`src/rtl/init.sv`:
```
// Memory-initialisation engine: on a ready/enable handshake, sweeps all 256
// entries of an 8-bit RAM writing entry i with value i, one write per clock.
module init (
    input  logic       clk,
    input  logic       rst_n,
    input  logic       en,
    output logic       rdy,
    output logic [7:0] addr,
    output logic [7:0] wrdata,
    output logic       wren
);

    localparam int unsigned ADDR_W = 8;
    localparam logic [ADDR_W-1:0] LAST_ADDR = ADDR_W'(255);

    typedef enum logic [1:0] {
        IDLE  = 2'd0,
        WRITE = 2'd1,
        DONE  = 2'd2
    } state_t;

    state_t state;

    // rst_n is active-high here: a 1 forces the idle state.
    always_ff @(posedge clk) begin
        if (rst_n) begin
            state  <= IDLE;
            rdy    <= 1'b1;
            wren   <= 1'b0;
            addr   <= '0;
            wrdata <= '0;
        end else begin
            case (state)
                IDLE, DONE: begin
                    if (en) begin
                        state  <= WRITE;
                        rdy    <= 1'b0;
                        wren   <= 1'b1;
                        addr   <= '0;
                        wrdata <= '0;
                    end
                end
                WRITE: begin
                    if (addr == LAST_ADDR) begin
                        // Final write already presented; hold 255 in DONE.
                        state <= DONE;
                        rdy   <= 1'b1;
                        wren  <= 1'b0;
                    end else begin
                        addr   <= ADDR_W'(addr + 1'b1);
                        wrdata <= ADDR_W'(addr + 1'b1);
                    end
                end
                default: begin
                    state  <= IDLE;
                    rdy    <= 1'b1;
                    wren   <= 1'b0;
                    addr   <= '0;
                    wrdata <= '0;
                end
            endcase
        end
    end

endmodule

```
`config.mk`:
```
export PLATFORM = sky130hd
export DESIGN_NAME = init
export DESIGN_NICKNAME = d
export VERILOG_FILES = /design/src/rtl/init.sv
export SDC_FILE = /design/constraint.sdc
export NUM_CORES = 1
export LEC_CHECK = 0
export BUFFER_PORTS_ARGS = -buffer_cell sky130_fd_sc_hd__buf_2
export CAP_MARGIN = 20
export CORE_MARGIN = 10
export CORE_UTILIZATION = 48
export CTS_BUF_LIST = sky130_fd_sc_hd__clkbuf_16
export DETAILED_ROUTE_END_ITERATION = 8
export MAX_ROUTING_LAYER = met4
export PLACE_DENSITY = 0.74
export SYNTH_ARGS = -nofsm -noshare
export SYNTH_HDL_FRONTEND = slang
export SYNTH_SLANG_ARGS = --single-unit
```
`constraint.sdc`:
```
create_clock -name clk -period 2 [get_ports clk]
set_clock_uncertainty 0.2 [all_clocks]
set_input_delay 0.3 -clock clk [delete_from_list [all_inputs] [get_ports clk]]
set_output_delay 0.3 -clock clk [all_outputs]
set_load 0.1 [all_outputs]
```
# ---- After elaboration in Yosys (flattened, before gate mapping)
# Index checks and enable logic that the tools add are counted.
dict set report classes {
  addsub 1
  mul 0
  div_mod_pow 0
  n_lt_le_gt_ge 0
  n_eq_ne 6
  n_shift 0
  n_mux 12
  bitwise_logic 0
  reduce_logical 4
}
# op n
set ops {}
lappend ops {{two-way mux 8 bit} 2}
lappend ops {{one-hot mux 8 bit (2 select lines)} 1}
lappend ops {{adder 8 x 1 -> 8 bit (second input constant)} 1}
lappend ops {{equality test 8 bit (second input constant)} 1}
lappend ops {{!= test 2 bit (second input constant)} 3}
lappend ops {{two-way mux 1 bit} 4}
lappend ops {{two-way mux 2 bit} 2}
lappend ops {{one-hot mux 1 bit (2 select lines)} 2}
lappend ops {{one-hot mux 2 bit (2 select lines)} 1}
lappend ops {{AND reduction 2 bit} 2}
lappend ops {{equality test 2 x 1 -> 1 bit (second input constant)} 1}
lappend ops {{equality test 2 bit (second input constant)} 1}
lappend ops {{logical NOT 2 bit} 1}
lappend ops {{OR reduction 2 bit} 1}
dict set report word_totals {
  reg_bits 12
  latchBits 0
  mem_bits_rw 0
  romBits 0
  output_inout_bits 18
  n_memories 0
}

# ---- Longest topological paths before layout
# Gate-level depths: netlist (run 1).
dict set report depth {
  ltp_word 4
  mapped_depth 5
  depth_no_buf 4
}

# ---- Worst setup path before layout (run 1)
# No wires, ideal clock.
dict set report synth_path {
  path_kind {reg-to-reg}
  from {register, netlist name wrdata[0]}
  to {register wrdata[6]}
  setup_ps 79
  t_arrival_ps 1968
  t_required_ps 1721
  path_slack_ps -247
  stages_incl_launch_ff 6
  path_buffers 1
  synth_period_minus_slack_ps 2247
  path_cell_list {dfxtp_1 > ha_1 > and3_1 > buf_2 > a41oi_1 > nor3_1}
}
# element line
set synth_lines {}
lappend synth_lines {{to (signal assigned)} 51} ;# wrdata <= ADDR_W'(addr + 1'b1);
lappend synth_lines {{to (decl)} 9} ;# output logic [7:0] wrdata,

==> results.py, run 1 <==
metrics = {
    "run_status": {
        "status": "completed",
    },
    "drt": {
        "initialDrtViolationCount": 21,
        "num_vias": 632,
        "drc": 0,
        "vias_per_cell": 6.019,
        "ant_nets": 0,
        "wirelength_um": 1653,
        "avgRoutedWirePerCell_um": 15.74,
        "dr.pass1.iters": 4,
    },
    "timing": {
        "clock.fmax_ghz": 0.5870,
        "fin_crit_ns": 1.703,
        "slew_viol_final": 0,
        "hold_viol_final": 0,
        "tns_ns": 0,
        "rsz0062_at_grt": "false",
        "finalCritPeriodShare": 0.8517,
        "slew_headroom": 0.6753,
        "tightest_slew_ns": 0.4904,
        "report.final.setup_viol": 0,
    },
    "final_layout": {
        "n_fill_cell": 123,
        "drive_gt1_frac": 0.4222,
        "layout_commonest_cell": "buf_2",
        "layout-area-overhead-vs-synth_pct": 21.40,
        "layout.area.seq_um2": 250.2,
        "n_antenna_cell": 0,
        "nets": 95,
        "final_area_um2": 802.0,
        "multi_input_area_um2": 331.6,
        "layout_common_cells": "buf_2, dfxtp_2",
    },
    "global_route": {
        "overflow": 0,
        "grt_pass1_wl_um": 2711,
        "grt_pass1_vias": 592,
        "antenna_found_initial": 0,
        "track_usage": 0.1035,
        "grt_max_degree": 10,
    },
    "floorplan": {
        "ios": 21,
        "rows": 13,
        "fp.dieArea_um2": 3260,
        "die_y_um": 57.10,
        "core_um2": 1301,
        "initial_core_util": 0.5077,
        "die_w_um": 57.10,
    },
    "setup_path": {
        "critPathMaxStageDelay_ns": 0.35,
        "rrSetupSlack_ns": 0.30,
        "critical_path_buf_inv_count": 0,
        "crit_family": "compound AO/OA/AOI/OAI gates",
        "crit_chain": "ha_1 > and3_1 > a21o_1 > a221o_1",
        "startpoint_type": "register",
        "r2r-end": "rdy",
        "crit_start": "wrdata[0]",
        "crit_slowest_cell": "a221o_1",
        "critical_path_depth": 4,
        "r2r_cells": 4,
        "arrival_ns": 1.62,
        "critPathKind": "register to register",
        "worstPathRequired_ns": 1.92,
        "critPathMaxFanout": 8,
        "cp-endpoint": "rdy",
        "worstReg2RegStart": "wrdata[0]",
        "end_kind": "register",
    },
    "clock_tree": {
        "clkSlewWorstSetupHoldPaths_ns": 0.04,
        "root_buffer": "clkbuf_16",
        "cts_resized": 0,
        "hold_buffers": 0,
        "tritoncts": "built",
        "htreeDepth": 1,
        "cts_setup_buffers": 0,
        "cts_sinks": 12,
        "clock_latency_ns": 0.24,
        "cts_buffers": 3,
        "clockBufferDepth": 2,
    },
    "worst_hold_path": {
        "hold_class": "primary input to register",
    },
    "synthesis": {
        "syn_area_um2": 660.6,
        "synth_compound_area_frac": 0.2765,
        "synthesis.nets": 79,
        "ys_warn_count": 0,
        "synthTopCellsByArea": "dfxtp_1, buf_4, nand4_1",
        "synth_top_cell_by_area": "dfxtp_1",
        "synthCells": 75,
        "synth_top_cell_area_share": 0.3636,
        "synth-simple-area-share": 0.2064,
        "ys_seq_elements": 12,
        "synth_cell_types": 33,
        "synth_xor_area_frac": 0,
        "avgSynthCellArea_um2": 8.808,
        "synth-adder-area-share": 0.01894,
        "synth_top_family_by_area": "compound AO/OA/AOI/OAI gates",
        "synthMuxAreaShare": 0,
        "yosysSeqAreaShare": 0.3636,
    },
    "power_and_ir_drop": {
        "p_leak_nw": 0.3392,
        "peakVddDrop_uv": 512.1,
        "cellPowerDensity_nw_per_um2": 906.4,
    },
    "flow_run": {
        "cap_violations": 0,
    },
    "placed_design": {
        "dp_hpwl_um": 1208,
        "gp_congestion": 0.8430,
        "portBuffers": 20,
        "dpl_cell_area_um2": 723.2,
    },
}
-- flip-flops by register name, summed over array words and instances, names as in the netlist --
signal	flops
wrdata	8
wren	1
rdy	1
state	2
-- Yosys cell counts --
| master | count |
|---|---|
| dfxtp_1 | 12 |
| buf_4 | 8 |
| a21oi_1 | 4 |
| nand2_1 | 4 |
| nand4_1 | 4 |
| nor3_1 | 4 |
| nor2_1 | 3 |
| o21ai_0 | 3 |
| a211oi_1 | 2 |
| a31oi_1 | 2 |
| a41oi_1 | 2 |
| buf_2 | 2 |
| inv_1 | 2 |
| nand3_1 | 2 |
| nor2b_1 | 2 |
| o211ai_1 | 2 |
| a21o_1 | 1 |
| a221o_1 | 1 |
| a311oi_1 | 1 |
| a311oi_2 | 1 |
| a32oi_1 | 1 |
| and2_1 | 1 |
| and3_1 | 1 |
| and4_4 | 1 |
| buf_6 | 1 |
| ha_1 | 1 |
| nand2b_1 | 1 |
| nor4_1 | 1 |
| o21ba_2 | 1 |
| o21bai_1 | 1 |
| o21bai_2 | 1 |
| o31a_1 | 1 |
| or2_2 | 1 |
-- area by class of cell --
cell class,count,area share
Clock buffer,3,0.09360
Sequential cell,12,0.3120
Clock inverter,1,0.004680
Inverter,2,0.009360
Multi-Input combinational cell,50,0.4134
Timing Repair Buffer,22,0.1435
Tap cell,15,0.02340
-- metrics by stage --
stage,std cells,setup slack [ns],hold WS (ns),power (W),util
5_1_grt,105,0.2231,0.1310,0.0007497,0.6163
2_1_floorplan,75,0.08719,0.1620,0.0003465,-
3_5_place_dp,101,0.3203,0.3051,0.0003661,0.5558
4_1_cts,105,0.3023,0.1129,0.0007321,0.6163
3_3_place_gp,101,0.3640,0.2759,0.0003649,0.5558
6_report,105,0.2965,0.1200,0.0007269,0.6163
-- worst min-delay path by stage --
| stage | startpoint | end | slack [ns] | cells past startpoint |
|---|---|---|---|---|
| 2_1_floorplan | rst_n | wrdata[0] | 0.16 | 1 |
| 4_1_cts | rst_n | wrdata[1] | 0.11 | 2 |
| 3_3_place_gp | rdy | rdy | 0.28 | 1 |
| 6_report | rst_n | wrdata[1] | 0.12 | 2 |
| 5_1_grt | rst_n | wrdata[0] | 0.13 | 2 |
| 3_5_place_dp | wrdata[1] | wrdata[1] | 0.31 | 2 |
-- where the power goes --
part           total (W)  switching, W  internal [W]
clock           0.000365      0.000102      0.000263
sequential      0.000256    0.00000787      0.000248
combinational   0.000106     0.0000834     0.0000229
-- routing by layer --
metal  wire length (um)  vias up  track usage
li1                   -      309            -
met1                693      293       0.1089
met2                782       25       0.1566
met3                139        5      0.04204
met4                 38        0      0.06711
met5                  0        -            -
-- cells by family (layout without fill, tap and decap cells) --
family / count (synthesis) / in the layout
DFF: 12 / 12
and+or+nand+nor: 25 / 25
adders and majority gates: 1 / 1
AOI/OAI and AO/OA: 24 / 24
buffers and inverters: 13 / 28
(Power assumes the default switching activity.)
==> run 2: changes to the inputs <==
--- a/config.mk
+++ b/config.mk
@@ -12,7 +12,7 @@
 export CTS_BUF_LIST = sky130_fd_sc_hd__clkbuf_16
 export DETAILED_ROUTE_END_ITERATION = 8
 export MAX_ROUTING_LAYER = met4
-export PLACE_DENSITY = 0.74
+export PLACE_DENSITY = 0.82
 export SYNTH_ARGS = -nofsm -noshare
 export SYNTH_HDL_FRONTEND = slang
 export SYNTH_SLANG_ARGS = --single-unit
==> results.py, run 2 (synthesized netlist as in run 1, its figures left out) <==
metrics = {
    "run_status": {
        "status": "completed",
    },
    "flow_run": {
        "cap_violations": 0,
    },
    "clock_tree": {
        "hold_buffers": 0,
        "clockBufferDepth": 2,
        "clock_latency_ns": 0.24,
        "htreeDepth": 1,
        "tritoncts": "built",
        "clkSlewWorstSetupHoldPaths_ns": 0.04,
        "cts_buffers": 3,
        "cts_setup_buffers": 0,
        "cts_sinks": 12,
        "root_buffer": "clkbuf_16",
        "cts_resized": 0,
    },
    "timing": {
        "report.final.setup_viol": 0,
        "fin_crit_ns": 1.704,
        "clock.fmax_ghz": 0.5868,
        "slew_viol_final": 0,
        "tightest_slew_ns": 0.4910,
        "tns_ns": 0,
        "slew_headroom": 0.6749,
        "finalCritPeriodShare": 0.8521,
        "rsz0062_at_grt": "false",
        "hold_viol_final": 0,
    },
    "final_layout": {
        "n_fill_cell": 121,
        "drive_gt1_frac": 0.4270,
        "layout-area-overhead-vs-synth_pct": 20.83,
        "largest-register": "wrdata",
        "nets": 95,
        "top_regs": "wrdata x8, state x2",
        "layout_commonest_cell": "buf_2",
        "n_antenna_cell": 0,
        "multi_input_area_um2": 331.6,
        "layout_common_cells": "buf_2, dfxtp_2",
        "largest_reg_flops": 8,
        "final_cells": 104,
        "layout.area.seq_um2": 250.2,
    },
    "global_route": {
        "overflow": 0,
        "track_usage": 0.1069,
        "grt_pass1_wl_um": 2725,
        "grt_pass1_vias": 606,
        "antenna_found_initial": 0,
        "grt_max_degree": 10,
    },
    "drt": {
        "dr.pass1.iters": 4,
        "initialDrtViolationCount": 16,
        "wirelength_um": 1685,
        "ant_nets": 0,
        "vias_per_cell": 6.163,
        "num_vias": 641,
        "avgRoutedWirePerCell_um": 16.20,
        "drc": 0,
    },
    "power_and_ir_drop": {
        "cellPowerDensity_nw_per_um2": 900.6,
        "peakVddDrop_uv": 661.2,
        "p_leak_nw": 0.3376,
    },
    "setup_path": {
        "crit_slowest_cell": "dfxtp_2",
        "critPathKind": "register to register",
        "critPathMaxStageDelay_ns": 0.35,
        "critPathMaxFanout": 8,
        "crit_chain": "ha_1 > and3_1 > a21o_1 > a221o_1",
        "startpoint_type": "register",
        "worstPathRequired_ns": 1.92,
        "end_kind": "register",
        "arrival_ns": 1.63,
    },
    "placed_design": {
        "placedCellCount": 101,
        "dp_hpwl_um": 1174,
        "gp_congestion": 0.8277,
        "portBuffers": 20,
    },
    "worst_hold_path": {
        "hold_class": "primary input to register",
    },
    "floorplan": {
        "fp.dieArea_um2": 3260,
        "ios": 21,
        "initial_core_util": 0.5077,
        "core_um2": 1301,
        "rows": 13,
        "die_w_um": 57.10,
        "die_y_um": 57.10,
    },
}
run 2: routing by layer:
metal  part of all wire  vias to the layer above  routed length (um)  GRT usage
met5                  0                        -                   0          -
met4              0.012                        0                  20    0.06040
met3              0.065                        4                 110    0.04204
met2               0.51                       25                 854     0.1829
met1               0.41                      301                 699    0.09963
li1                   -                      311                   -          -
run 2: worst paths after layout:
check | slack [ns] | endpoint | cells after the start | startpoint
min reg2reg | 0.29 | rdy | 1 | rdy
max reg2reg | 0.30 | rdy | 4 | wrdata[0]
min | 0.12 | wrdata[0] | 2 | rst_n
max | 0.30 | rdy | 4 | wrdata[0]
run 2: cell type report:
class,instances,area share
Multi-Input combinational cell,50,0.4154
Sequential cell,12,0.3135
Timing Repair Buffer,22,0.1442
Clock buffer,3,0.09404
Tap cell,15,0.02351
Inverter,2,0.009404
run 2: power by group:
group          switching (W)  leakage [nW]  internal, W
clock network      0.0000954        0.0370     0.000260
logic              0.0000836         0.199    0.0000232
registers         0.00000884         0.102     0.000248
run 2: critical path: cells and delay by family, from the launching register on:
family	cells	cell delay, ns
AND/OR/NAND/NOR	1	0.28
AO/OA/AOI/OAI	2	0.50
adder cells (fa/ha/maj)	1	0.25
flip-flops	1	0.35
run 2: through the flow:
step | utilization | hold slack (ns) | power, W | cell area [um2] | setup slack, ns
5_1_grt | 0.6135 | 0.1343 | 0.0007408 | 798.3 | 0.2634
6_report | 0.6135 | 0.1201 | 0.0007189 | 798.3 | 0.2958
3_3_place_gp | 0.5558 | 0.2707 | 0.0003646 | 723.2 | 0.3609
3_5_place_dp | 0.5558 | 0.2799 | 0.0003662 | 723.2 | 0.3328
2_1_floorplan | - | 0.1620 | 0.0003465 | 670.6 | 0.08719
4_1_cts | 0.6135 | 0.1053 | 0.0007246 | 798.3 | 0.3024
